### config.mk
export PLATFORM = sky130hd
export DESIGN_NAME = seq_mul_adder_ctrl
export DESIGN_NICKNAME = d
export VERILOG_FILES = /design/src/rtl/seq_mul_adder_ctrl.sv
export SDC_FILE = /design/constraint.sdc
export NUM_CORES = 1
export LEC_CHECK = 0
export ABC_AREA = 1
export CORE_MARGIN = 1.5
export CORE_UTILIZATION = 46
export CTS_BUF_LIST = sky130_fd_sc_hd__clkbuf_4 sky130_fd_sc_hd__clkbuf_8
export CTS_CLUSTER_DIAMETER = 30
export DETAILED_ROUTE_END_ITERATION = 8
export GPL_ROUTABILITY_DRIVEN = 0
export PLACE_DENSITY = 0.82
export SETUP_SLACK_MARGIN = 0.05
export SYNTH_ARGS = -nofsm -noshare
export SYNTH_HDL_FRONTEND = slang
export SYNTH_SLANG_ARGS = --single-unit
### constraint.sdc
create_clock -name clk -period 1.7 [get_ports clk]
set_input_delay 0.34 -clock clk [delete_from_list [all_inputs] [get_ports clk]]
set_output_delay 0.34 -clock clk [all_outputs]
set_load 0.03 [all_outputs]
### src/rtl/seq_mul_adder_ctrl.sv
// Sequential shift-add WIDTH x WIDTH unsigned multiplier controller that time-shares
// one external WIDTH-bit adder (exact or approximate) over WIDTH iterations.
module seq_mul_adder_ctrl #(
    parameter int WIDTH = 8,
    parameter int CNT_W = 16
) (
    input  logic                 clk,
    input  logic                 rst,
    input  logic                 in_valid,
    output logic                 in_ready,
    input  logic [WIDTH-1:0]     in_a,
    input  logic [WIDTH-1:0]     in_b,
    output logic                 out_valid,
    input  logic                 out_ready,
    output logic [2*WIDTH-1:0]   out_p,
    output logic                 busy,
    output logic [CNT_W-1:0]     done_count,
    output logic [WIDTH-1:0]     adder_a,
    output logic [WIDTH-1:0]     adder_b,
    output logic                 adder_cin,
    input  logic [WIDTH-1:0]     adder_sum,
    input  logic                 adder_cout
);

    localparam int CW = (WIDTH > 1) ? $clog2(WIDTH) : 1;

    typedef enum logic [1:0] {
        ST_IDLE = 2'd0,
        ST_BUSY = 2'd1,
        ST_DONE = 2'd2
    } state_t;

    state_t             state_q, state_d;
    logic [WIDTH-1:0]   mcand_q, mcand_d;
    logic [WIDTH-1:0]   hi_q, hi_d;
    logic [WIDTH-1:0]   lo_q, lo_d;
    logic [CW-1:0]      cnt_q, cnt_d;
    logic [CNT_W-1:0]   done_count_q, done_count_d;

    // Adder is driven from registers only; lo[0] selects whether the multiplicand is added.
    assign adder_a   = hi_q;
    assign adder_b   = lo_q[0] ? mcand_q : {WIDTH{1'b0}};
    assign adder_cin = 1'b0;

    assign in_ready   = (state_q == ST_IDLE);
    assign busy       = (state_q == ST_BUSY);
    assign out_valid  = (state_q == ST_DONE);
    assign out_p      = {hi_q, lo_q};
    assign done_count = done_count_q;

    // State and datapath registers.
    always_ff @(posedge clk or posedge rst) begin
        if (rst) begin
            state_q      <= ST_IDLE;
            mcand_q      <= {WIDTH{1'b0}};
            hi_q         <= {WIDTH{1'b0}};
            lo_q         <= {WIDTH{1'b0}};
            cnt_q        <= {CW{1'b0}};
            done_count_q <= {CNT_W{1'b0}};
        end else begin
            state_q      <= state_d;
            mcand_q      <= mcand_d;
            hi_q         <= hi_d;
            lo_q         <= lo_d;
            cnt_q        <= cnt_d;
            done_count_q <= done_count_d;
        end
    end

    // Next-state logic; adder results are only consumed in BUSY so X elsewhere is harmless.
    always_comb begin
        state_d      = state_q;
        mcand_d      = mcand_q;
        hi_d         = hi_q;
        lo_d         = lo_q;
        cnt_d        = cnt_q;
        done_count_d = done_count_q;
        case (state_q)
            ST_IDLE: begin
                if (in_valid) begin
                    mcand_d = in_a;
                    hi_d    = {WIDTH{1'b0}};
                    lo_d    = in_b;
                    cnt_d   = {CW{1'b0}};
                    state_d = ST_BUSY;
                end else begin
                    state_d = ST_IDLE;
                end
            end
            ST_BUSY: begin
                hi_d  = {adder_cout, adder_sum[WIDTH-1:1]};
                lo_d  = {adder_sum[0], lo_q[WIDTH-1:1]};
                cnt_d = cnt_q + {{(CW-1){1'b0}}, 1'b1};
                if (cnt_q == CW'(WIDTH - 1)) begin
                    state_d = ST_DONE;
                end else begin
                    state_d = ST_BUSY;
                end
            end
            ST_DONE: begin
                if (out_ready) begin
                    state_d      = ST_IDLE;
                    done_count_d = done_count_q + {{(CNT_W-1){1'b0}}, 1'b1};
                end else begin
                    state_d = ST_DONE;
                end
            end
            default: begin
                state_d = ST_IDLE;
            end
        endcase
    end

endmodule

Word-level counts from Yosys, hierarchy flattened
Cells that the tools add are included.
{"block": "word_totals", "regBits": 45, "latch_bits": 0, "mem_bits_rw": 0, "rom_bits": 0, "out_inout_bits": 52, "word_cells": 28, "n_memories": 0}
{"block": "op_classes", "add_sub_neg": 2, "mul": 0, "div": 0, "order_cmp": 0, "n_eq_ne": 4, "n_shift": 0, "mux": 11, "bitwise_logic": 0, "n_reduce_logical": 5}
{"op": "$pmux W8 S2", "n": 2}
{"op": "$mux W8", "n": 3}
{"op": "$add A16 B1 Y16 const B", "n": 1}
{"op": "$pmux W2 S3", "n": 1}
{"op": "$pmux W3 S2", "n": 1}
{"op": "$reduce_and A2 Y1", "n": 3}
{"op": "$mux W2", "n": 2}
{"op": "$add A3 B1 Y3 const B", "n": 1}
{"op": "$eq A3 B3 Y1 const B", "n": 1}
{"op": "$mux W3", "n": 1}
{"op": "$eq A2 B1 Y1 const B", "n": 1}
{"op": "$eq A2 B2 Y1 const B", "n": 1}
{"op": "$logic_not A2 Y1", "n": 1}
{"op": "$ne A2 B2 Y1 const B", "n": 1}
{"op": "$reduce_bool A2 Y1", "n": 1}
{"op": "$mux W1", "n": 1}

Depth between registers and ports, before layout
{"block": "depth", "word_depth": 3, "ltp_mapped": 8, "depth_no_buf": 8}

Worst setup path after synthesis
No wires, ideal clock.
{"block": "synth_timing", "path_kind": "reg2reg", "start": "register done_count_q[1], in the netlist done_count[1]", "end": "register done_count_q[14], in the netlist done_count[14]", "setup_ns": 0.118, "arrival_ns": 1.368, "slack_ns": 0.214, "stages_incl_launch_ff": 7, "synth_period_minus_slack_ns": 1.486, "cell_sequence": "dfrtp_1 > ha_1 > nand3_1 > nor3_4 > nand2_1 > nand2_1 > nand2_1"}
{"block": "synth_between", "elab_chain_len": 1}
{"element": "from (decl)", "line": "38", "text": "logic [CNT_W-1:0] done_count_q, done_count_d;"}
{"element": "from (signal assigned)", "line": "59", "text": "done_count_q <= {CNT_W{1'b0}};"}
{"element": "from (signal assigned)", "line": "66", "text": "done_count_q <= done_count_d;"}
{"element": "$add A16 B1 Y16", "line": "103", "text": "done_count_d = done_count_q + {{(CNT_W-1){1'b0}}, 1'b1};"}
No other way between the ends.
A chain may end at the register's enable or synchronous reset.

Worst setup path in the final report
{"block": "layout_timing", "start": "register state_q[1]", "end": "output port in_ready"}
{"block": "layout_between", "elab_chain_len": 1}
{"element": "from (decl)", "line": "33", "text": "state_t state_q, state_d;"}
{"element": "from (signal assigned)", "line": "61", "text": "state_q <= state_d;"}
{"element": "$logic_not A2 Y1", "line": "45", "text": "assign in_ready = (state_q == ST_IDLE);"}
{"element": "to (decl)", "line": "10", "text": "output logic in_ready,"}
No other way between the ends.

==> flow_metrics.tcl <==
set metrics [dict create \
    antenna_left 0 \
    r2r.worst_path.cells 7 \
    nNetsFinal 373 \
    syn2layout_area_growth_pct 37.3 \
    setup_tns_ns 0 \
    clockBufferDepth 2 \
    grt_usage 0.206 \
    clock_latency_ns 0.30 \
    synth_flop_cell "dfrtp_1" \
    grt_max_degree 46 \
    cp_top_family "flip-flops" \
    ys_seq_area_frac 0.493 \
    ir_drop_mv 0.880 \
    syn_avg_cell_area_sq_um 8.79 \
    synth.yosys.warnings 0 \
    worst-path-buf-inv 1 \
    fin_worst_skew_ns 0.00752 \
    hold_viol 0 \
    r2r_slack_ns 0.22 \
    place_inst 399 \
    die_y_um 73.5 \
    reg2reg_from "state_q[1]" \
    synthesis.area_sq_um 2290 \
    crit_slowest_cell "dfrtp_1" \
    endpoint "in_ready" \
    ioPinCount 81 \
    wl_um 5220 \
    critical_path_arrival_ns 1.25 \
    drtIter0Drc 135 \
    pwr-share-seq 0.342 \
    cts_root_buf "clkbuf_8" \
    vias 1886 \
    cts_tree "done" \
    drive_gt1_frac 0.161 \
    final_common_cell "nand2_1" \
    worstSetupEndpointType "output port" \
    fillers 432 \
    antenna_found_initial 0 \
    fmax_mhz 630 \
    crit_chain "nor2_4, clkdlybuf4s15_1" \
    cts_sinks 45 \
    startpoint "state_q[1]" \
    n_antenna_cell 0 \
    status "finished, final reports clean" \
    p_leak_nw 1.79 \
    crit_fanout 3 \
    num_rows 25 \
    ys_seq_elements 45 \
    min_path_type "in -> async" \
    hpwl_um 3780 \
    period_share 0.934 \
    syn_inst 260 \
    synth_edf_count 0 \
    dieArea_sq_um 5400 \
    synth.net_count 292 \
    h-tree-depth 2 \
    worst-path-stages 2 \
    start_util 0.481 \
    slew_violations 0 \
    drc 0 \
    p_sw_frac 0.473 \
    synthArstFlopShare 1.00 \
    mostFrequentLayoutCells "105 x nand2_1, 44 x dfrtp_1, 40 x dlygate4sd2_1, 28 x clkdlybuf4s50_1, 23 x inv_1" \
    core-area_sq_um 4750 \
    max_stage_delay_ns 0.43 \
    wire_per_inst_um 12.8 \
    p_clk_frac 0.127 \
    clkSlewWorstSetupHoldPaths_ns 0.08 \
    viasPerCell 4.61 \
    grt_pass1_wl_um 8510 \
    die_width_um 73.5 \
    dr.pass1.iters 4 \
    r2r-end "adder_a[0]" \
    synthDistinctLibCells 31 \
    powerDensity_nw_per_um2 1610 \
    p_switching_w 0.00240 \
    p_int_w 0.00267 \
    cap_violations 0 \
    crit_required_ns 1.36 \
    numCtsBuffers 5 \
    grt_overflow_total 0 \
    rsz0062_at_grt "false" \
    finalSetupViolCount 0 \
    start_kind "register" \
    portBuffers 79 \
    first_global_vias 1865 \
    min_period_ns 1.59 \
    critPathKind "reg -> out" \
    p_comb_frac 0.531 \
    fin_cells 409 \
]
## power groups by stage
stage,sequential [W],clock (W),combinational (W)
after floorplan,0.00209,0,0.00163
after global placement,0.00174,0,0.00284
after detailed placement,0.00175,0,0.00291
after CTS,0.00173,0.000661,0.00268
after global routing,0.00178,0.000707,0.00291
final,0.00173,0.000644,0.00269
## Yosys cell counts, types with 2 or more instances
| library cell | instances | area, sq um |
|---|---|---|
| o21ai_0 | 3 | 15.0 |
| nand2_1 | 106 | 398 |
| buf_2 | 3 | 15.0 |
| ha_1 | 3 | 37.5 |
| nand4_1 | 2 | 12.5 |
| inv_1 | 24 | 90.1 |
| inv_2 | 2 | 7.51 |
| nor2_4 | 3 | 33.8 |
| nand3_1 | 5 | 25.0 |
| nand2_4 | 2 | 22.5 |
| buf_4 | 9 | 67.6 |
| nor2_8 | 2 | 40.0 |
| nor2_1 | 7 | 26.3 |
| xnor2_1 | 5 | 43.8 |
| nor3_1 | 2 | 10.0 |
| dfrtp_1 | 45 | 1130 |
| xor2_1 | 5 | 43.8 |
| nand2_2 | 10 | 62.6 |
| a22o_1 | 10 | 87.6 |
## worst min-delay path by stage
stage | cells after the start | startpoint | slack, ns | endpoint
3_3_place_gp | 2 | mcand_q[2] | 0.46 | mcand_q[2]
3_5_place_dp | 2 | mcand_q[7] | 0.47 | mcand_q[7]
5_1_grt | 3 | rst | 0.43 | adder_a[7]
2_1_floorplan | 1 | out_ready | 0.45 | state_q[1]
6_report | 3 | rst | 0.39 | state_q[1]
4_1_cts | 3 | rst | 0.39 | state_q[1]
## flip-flops by register name, summed over array words and instances, names as in the netlist
name / count
done_count: 16
lo_q: 8
mcand_q: 8
adder_a: 8
cnt_q: 3
state_q: 2
## cells by family (layout without fill, tap and decap cells)
kind of cell	Yosys count	after routing	synth area share
AOI/OAI and AO/OA	15	15	0.0520
DFF	45	45	0.493
xor gates and xnor gates	10	10	0.0383
other	1	1	0.00164
adders and majority gates	3	3	0.0164
buffers and inverters	43	124	0.101
and+or+nand+nor	143	144	0.298
## tightest hold or removal path: stages
cell and delay [ns]:
clkdlybuf4s50_1 0.41, inv_2 0.07, buf_12 0.24
## stage by stage
step | instance area, sq um | utilization | power [W] | worst slack [ns] | hold slack [ns]
2_1_floorplan | 2290 | - | 0.00372 | 0.214 | 0.447
3_3_place_gp | 3120 | 0.656 | 0.00458 | 0.0665 | 0.463
3_5_place_dp | 3120 | 0.656 | 0.00466 | -0.0135 | 0.470
4_1_cts | 3160 | 0.664 | 0.00507 | 0.0267 | 0.392
5_1_grt | 3140 | 0.660 | 0.00540 | 0.0518 | 0.427
6_report | 3140 | 0.660 | 0.00506 | 0.112 | 0.387
## final cells by class
type	instances	area [sq um]	area share
Tap cell	67	83.8	0.0267
Inverter	28	120	0.0383
Multi-Input combinational cell	173	943	0.301
Clock inverter	2	10.0	0.00319
Timing Repair Buffer	88	778	0.248
Clock buffer	6	76.3	0.0243
Sequential cell	45	1130	0.359
## repair_timing
action                                  CTS  global route
buffers inserted                          1             0
hold buffers                              0             0
gates resized for setup                  54            17
cloned                                    0             1
pin swaps                                 0             1
hold endpoints to repair                  0             0
endpoints found under the setup margin   51            19
## per-layer routing
metal  vias up  track usage  routed length (um)
li1        957            -                   -
met3         5       0.0288                 196
met1       877        0.278                2220
met2        47        0.343                2730
met4         0       0.0679                  70
met5         -            0                   0
No activity file was read; power rests on OpenSTA's default activity.
